<file path="config.mk">
export PLATFORM = sky130hd
export DESIGN_NAME = p_sub_sched
export DESIGN_NICKNAME = d
export VERILOG_FILES = /design/src/rtl/p_sub_sched.sv
export SDC_FILE = /design/constraint.sdc
export NUM_CORES = 1
export LEC_CHECK = 0
export ABC_AREA = 1
export CORE_MARGIN = 5
export CORE_UTILIZATION = 25
export DETAILED_ROUTE_END_ITERATION = 16
export GPL_ROUTABILITY_DRIVEN = 0
export PLACE_DENSITY = 0.57
export REMOVE_ABC_BUFFERS = 1
export SYNTH_ARGS = -nofsm -noshare
export SYNTH_HDL_FRONTEND = slang
export SYNTH_SLANG_ARGS = --single-unit
</file>
<file path="constraint.sdc">
create_clock -name clk -period 7.34 [get_ports clk]
set_input_delay 1.468 -clock clk [delete_from_list [all_inputs] [get_ports clk]]
set_output_delay 1.468 -clock clk [all_outputs]
set_load 0.02 [all_outputs]
</file>
<file path="src/rtl/p_sub_sched.sv">
// Round-robin scheduler sharing one saturating subtractor among REQ_N
// requesters, with a one-entry result slot and valid/ready handshakes.
//
// Ports: clk, reset_ (async, active low), flush (drops the held result).
//   Request side:  req_valid, req_ready, req_in1, req_in2.
//   Packing:       requester i sits in bits [i*PREC +: PREC].
//   Response side: resp_valid, resp_ready, resp_id, resp_out, resp_ovf.
//   Status:        busy (equals resp_valid).
//   ovf_cnt:       16-bit saturation event count, present only when
//                  P_SUB_STAT_EN is defined.
module p_sub_sched #(
  parameter int REQ_N = 4,
  parameter int PREC  = 8,
  parameter int ID_W  = $clog2(REQ_N)
) (
  input  logic                  clk,
  input  logic                  reset_,
  input  logic                  flush,
  input  logic [REQ_N-1:0]      req_valid,
  output logic [REQ_N-1:0]      req_ready,
  input  logic [REQ_N*PREC-1:0] req_in1,
  input  logic [REQ_N*PREC-1:0] req_in2,
  output logic                  resp_valid,
  input  logic                  resp_ready,
  output logic [ID_W-1:0]       resp_id,
  output logic [PREC-1:0]       resp_out,
  output logic                  resp_ovf,
  output logic                  busy
`ifdef P_SUB_STAT_EN
  ,
  output logic [15:0]           ovf_cnt
`endif
);

  logic [ID_W-1:0] rr_ptr;
  logic [ID_W-1:0] gnt;
  logic            found;
  logic            slot_free;
  logic            xfer;
  logic [PREC-1:0] op_a [REQ_N];
  logic [PREC-1:0] op_b [REQ_N];
  logic [PREC:0]   diff;
  logic [PREC-1:0] sub_out;
  logic            sub_ovf;
  logic [ID_W-1:0] rr_next;

  for (genvar i = 0; i < REQ_N; i++) begin : g_unpack
    assign op_a[i] = req_in1[i*PREC +: PREC];
    assign op_b[i] = req_in2[i*PREC +: PREC];
  end

  // Scan from rr_ptr upward, wrapping at REQ_N; first valid wins.
  always_comb begin
    logic [ID_W:0] s;
    s     = '0;
    found = 1'b0;
    gnt   = '0;
    for (int k = 0; k < REQ_N; k++) begin
      s = {1'b0, rr_ptr} + (ID_W+1)'(k);
      if (s >= (ID_W+1)'(REQ_N)) begin
        s = s - (ID_W+1)'(REQ_N);
      end
      if (!found && req_valid[s[ID_W-1:0]]) begin
        found = 1'b1;
        gnt   = s[ID_W-1:0];
      end
    end
  end

  assign slot_free = !resp_valid || resp_ready;
  assign xfer      = found && slot_free && !flush;

  always_comb begin
    req_ready = '0;
    if (xfer) begin
      req_ready[gnt] = 1'b1;
    end
  end

  // One extra bit catches overflow: top two bits disagree.
  always_comb begin
    diff = {op_a[gnt][PREC-1], op_a[gnt]}
         - {op_b[gnt][PREC-1], op_b[gnt]};
    sub_ovf = diff[PREC] != diff[PREC-1];
    sub_out = diff[PREC-1:0];
    if (sub_ovf) begin
      sub_out = diff[PREC] ? {1'b1, {(PREC-1){1'b0}}}
                           : {1'b0, {(PREC-1){1'b1}}};
    end
  end

  assign rr_next = (gnt == ID_W'(REQ_N-1)) ? '0 : gnt + 1'b1;

  always_ff @(posedge clk or negedge reset_) begin
    if (!reset_) begin
      resp_valid <= 1'b0;
      resp_out   <= '0;
      resp_ovf   <= 1'b0;
      resp_id    <= '0;
      rr_ptr     <= '0;
    end else if (xfer) begin
      resp_valid <= 1'b1;
      resp_out   <= sub_out;
      resp_ovf   <= sub_ovf;
      resp_id    <= gnt;
      rr_ptr     <= rr_next;
    end else if (flush || resp_ready) begin
      resp_valid <= 1'b0;
    end
  end

`ifdef P_SUB_STAT_EN
  always_ff @(posedge clk or negedge reset_) begin
    if (!reset_) begin
      ovf_cnt <= '0;
    end else if (xfer && sub_ovf && ovf_cnt != 16'hFFFF) begin
      ovf_cnt <= ovf_cnt + 16'd1;
    end
  end
`endif

  assign busy = resp_valid;

endmodule

</file>
Yosys cells after proc, flatten, opt, wreduce, memory -nomap -nowiden
Cells that the tools add are included.
- flip-flop bits (word level): 14
- latch bits: 0
- bits in writable memories: 0
- memory bits (read-only): 0
- input port bits: 72
- output and inout port bits: 17
- word-level logic and storage cells: 76
- memories: 0
- $add $sub $neg: 9
- $mul: 0
- divide/modulo/power cells: 0
- order comparisons: 11
- equal/unequal tests: 2
- shifts and indexed selects: 0
- muxes and demuxes: 34
- bitwise logic cells: 1
- reductions and logical operators: 14
- operators by type and width (kind ; count):
    two-way mux 8 bit ; 6
    binary-select mux 8 bit (select 2 bit) ; 2
    two-way mux 2 bit ; 9
    < comparator 2 x 3 -> 1 bit (second input constant) ; 5
    >= comparator 3 bit (second input constant) ; 4
    two-way mux 1 bit ; 11
    subtractor 8 x 8 -> 9 bit ; 1
    binary-select mux 1 bit (select 2 bit) ; 4
    subtractor 2 x 1 -> 2 bit (second input constant) ; 4
    adder 2 x 2 -> 3 bit (second input constant) ; 2
    logical AND 1 bit ; 6
    zero test 1 bit ; 5
    two-way mux 4 bit ; 1
    adder 2 x 1 -> 3 bit (second input constant) ; 1
    >= comparator 2 x 3 -> 1 bit (second input constant) ; 1
    NOT 2 -> 3 bit ; 1
    adder 2 x 1 -> 2 bit (second input constant) ; 1
    demux 1 bit (select 2 bit) ; 1
    == test 2 bit (second input constant) ; 1
    >= comparator 2 x 1 -> 1 bit (second input constant) ; 1
    logical OR 1 bit ; 2
    nonzero test 2 bit ; 1
    inequality test 1 bit ; 1

Logic depth before layout (Yosys ltp)
- depth after elaboration: 21
- gate-level depth with buffers: 26
- gate-level depth less buffers: 25

Worst setup path before layout
OpenSTA, ideal clock, no wires.
- kind: in2out
- start: in req_valid[1]
- end: out req_ready[2]
- data arrival time: 2.841 ns
- data required time: 5.872 ns
- setup slack: 3.031 ns
- stages: 13
- buffers on the path: 1
- cell sequence: inv_1 nand2_2 nand3_1 nand2_2 nor2_4 nand3_2 nand3_2 nand2_4 inv_6 buf_8 ha_1 inv_1 nor2_1
- word-level cells in the longest chain between the ends: 17
- elaborated cells on any way between the ends: 30
- those cells by class: 2 x order compare; 19 x mux; 9 x reduce/logical
- ends and longest elaborated chain (what ; line ; source):
    from (decl) ; 19 ; input logic [REQ_N-1:0] req_valid,
    binary-select mux 1 bit (select 2 bit) ; 63 ; if (!found && req_valid[s[ID_W-1:0]]) begin
    two-way mux 1 bit (not written as such) ; 63 ;
    two-way mux 1 bit ; 63 ;
    zero test 1 bit ; 63 ;
    logical AND 1 bit ; 63 ;
    two-way mux 1 bit ; 63 ;
    zero test 1 bit ; 63 ;
    logical AND 1 bit ; 63 ;
    [... 2 more ...] ; - ;
    logical AND 1 bit ; 63 ;
    two-way mux 2 bit * ; 63 ;
    via gnt[1] ; 36 ; logic [ID_W-1:0] gnt;
    < comparator 2 x 3 -> 1 bit (not written as such) or >= comparator 2 x 1 -> 1 bit (tied branches) ; 76 ; req_ready[gnt] = 1'b1;
    logical AND 1 bit (not written as such) ; 76 ;
    two-way mux 1 bit (not written as such) ; 76 ;
    demux 1 bit (select 2 bit) * ; 76 ;
    two-way mux 4 bit * ; 75 ; if (xfer) begin
    to (decl) ; 20 ; output logic [REQ_N-1:0] req_ready,
Mark *: on every way through the listed nets, which the timed path passes. The rest lies on a longest branch. The select of a mux whose other input is x is not followed.

Final worst setup path
- start: in req_valid[1]
- end: out req_ready[1]
Same word-level chain as after synthesis.

==> results.txt <==
Outcome: completed
Dpl hpwl: 4790 um
Final slew viol count: 0
Clk_lat worst skew: 240 ps
Vias in the first global route: 2268
Number of synthesized flops with an enable pin: 0
Full die area: 9860 sq um
Least-Margin Pin Slew: 653 ps
Flops & latches, synth: 14
TritonCTS clock tree: yes
Final period util: 77.2%
H-tree depth: 1
CP arrival: 4200 ps
Syn. warnings: 0
Ranking of synthesized cells by area: nand2_1 21%, dfrtp_1 18%, nand3_1 17%
Routed WL: 5800 um
Max Clock Skew: 3.24 ps
CTS buffer count: 3
Pre-CTS WS: 1670 ps
Hold Crit Class: reg2reg
Bufs on Longest Clock Path: 2
Hold Violations, Final: 0
Synth async-reset ratio: 100%
Fin nets: 500
Ports: 89
I/O Buffers: 88
Fmax: 0.177 GHz
TNS Setup: 0 ps
Crit-path max cell delay: 610 ps
Mapped Area: 1990 sq um
CORE AREA: 7770 sq um
Crit-path max FO: 35
Initial antenna violation count: 0
Hold buffer count at CTS: 0
Unrepaired setup endpoints after global routing: false
R2r endpoint: resp_ovf
Die Wd: 99.3 um
Die Y: 99.3 um
Max Cap Viol: 0
Worst EP required: 5870 ps
DR WL/cell: 11.2 um
Layout cells sized above 1: 4.35%
Distinct cells, synth: 26
CP cell instances: clkdlybuf4s50_1 -> inv_1 -> nand2_2 -> nand3_1 -> nand2_2 -> nor2_4 -> nand3_2 -> nand2_4 -> nand2_4 -> inv_1 -> ha_1 -> inv_1 -> nor2_1 -> clkdlybuf4s50_1
Worst R2R Path Depth: 23
Setup Buffers After CTS: 0
Minimum clock period: 5660 ps
# diodes: 0
Sink Count: 14
CP Capture Type: output pin
Top-count cell post-synth: nand2_1
Cells after Synth: 336
Syn-to-layout area delta: 47.2%
Root Driver: clkbuf_8
Slew headroom: 56.3%
Antenna Nets Post-Route: 0
Crit path from: req_valid[1]
Final worst-path setup slack: 1680 ps
Primary FF master, synth: dfrtp_1
Mean Syn Cell Area: 5.94 sq um
CP Class: in2out
Post-synth top area share: 20.7%
Initial DRC count: 49
Reg clk slew, reported paths: 60 ps
Register area share after synthesis: 17.6%
Critical path's slowest cell: clkdlybuf4s50_1
Drt via density: 4.38
Grt ovf: 0
Most frequent cells after synthesis: 110 x nand2_1, 66 x nand3_1, 48 x inv_1
Setup crit end: req_ready[1]
Pre-antenna DRT Iters: 5
First-pass GRT wire length: 10100 um
CTS resizes: 0
Fillers: 859
Crit-path most repeated cell: inv_1
Drt drc: 0
CP startpoint kind: primary input
Dominant cell type by area after synthesis: nand2_1
Via count: 2262
Final setup vio count: 0
R2R Path Start: rr_ptr[0]
Largest net degree at the start of global routing: 36
Starting density of the core: 25.7%
Number of core rows: 32
Gr usage total: 11.9%
Reg-to-reg slack, setup: 3190 ps
[cells in the final DEF (no fill, tap or decap), types with 2 or more instances in the layout]
cell	n
nand3_2	3
o21ai_0	5
clkdlybuf4s50_1	88
inv_2	2
inv_1	48
a21oi_1	14
nand3b_1	10
ha_1	12
nor2_1	18
nand2_1	110
clkbuf_8	4
nand2_2	3
o21ai_1	2
nand2_4	3
dfrtp_1	14
nand3_1	66
xor2_1	4
[layer usage]
layer  vias up  GRT usage, %  wire length [um]
met2        75          21.2              2740
met1       969          14.8              2600
li1       1216             -                 -
met5         -             0                 0
met4         0          2.10                31
met3         2          2.52               432
[sequential cells by signal, summed over array words and instances, names as in the netlist]
register and flops:
busy 1, resp_id 2, resp_out 8, resp_ovf 1, rr_ptr 2
[through the flow]
step | utilization (%) | instance area, sq um | cells | hold slack, ps
after detailed placement | 37.1 | 2880 | 512 | 470
after CTS | 37.8 | 2940 | 516 | 486
after floorplan | - | 1870 | 321 | 591
after global placement | 37.1 | 2880 | 512 | 469
after global routing | 37.8 | 2940 | 516 | 527
final | 37.8 | 2940 | 516 | 478
[cell type report]
type                       instances  area [sq um]  area share, %
clock buffer                       4          55.1           1.87
timing repair buffer              89           888           30.3
sequential                        14           350           11.9
inverter                          51           196           6.69
multi-input combinational        256          1320           44.9
tap                              102           128           4.35
[cells by family (layout without fill, tap and decap cells)]
family | Yosys count | in the layout | share of synthesized area, %
xor gates and xnor gates | 5 | 5 | 2.20
DFF | 14 | 14 | 17.6
adders and majority gates | 13 | 13 | 8.53
buffers and inverters | 66 | 144 | 16.3
and+or+nand+nor | 215 | 215 | 49.4
AOI/OAI and AO/OA | 23 | 23 | 5.96
[worst min path at each step]
| stage | cells after the start | start | endpoint | slack, ps |
|---|---|---|---|---|
| 2_1_floorplan | 2 | resp_id[0] | resp_id[0] | 590 |
| 5_1_grt | 2 | resp_id[0] | resp_id[0] | 530 |
| 6_report | 2 | resp_id[0] | resp_id[0] | 480 |
| 3_3_place_gp | 2 | resp_id[0] | resp_id[0] | 470 |
| 3_5_place_dp | 2 | resp_id[0] | resp_id[0] | 470 |
| 4_1_cts | 2 | resp_id[0] | resp_id[0] | 490 |
[worst max-delay path, delay by kind of cell]
family	cells	cell delay [ps]
simple gates	8	1200
fa+ha+maj	1	160
buf+inv	5	1350
Power is not shown: default switching activity piles up to over one toggle a cycle in this logic, so the estimate is an artifact.
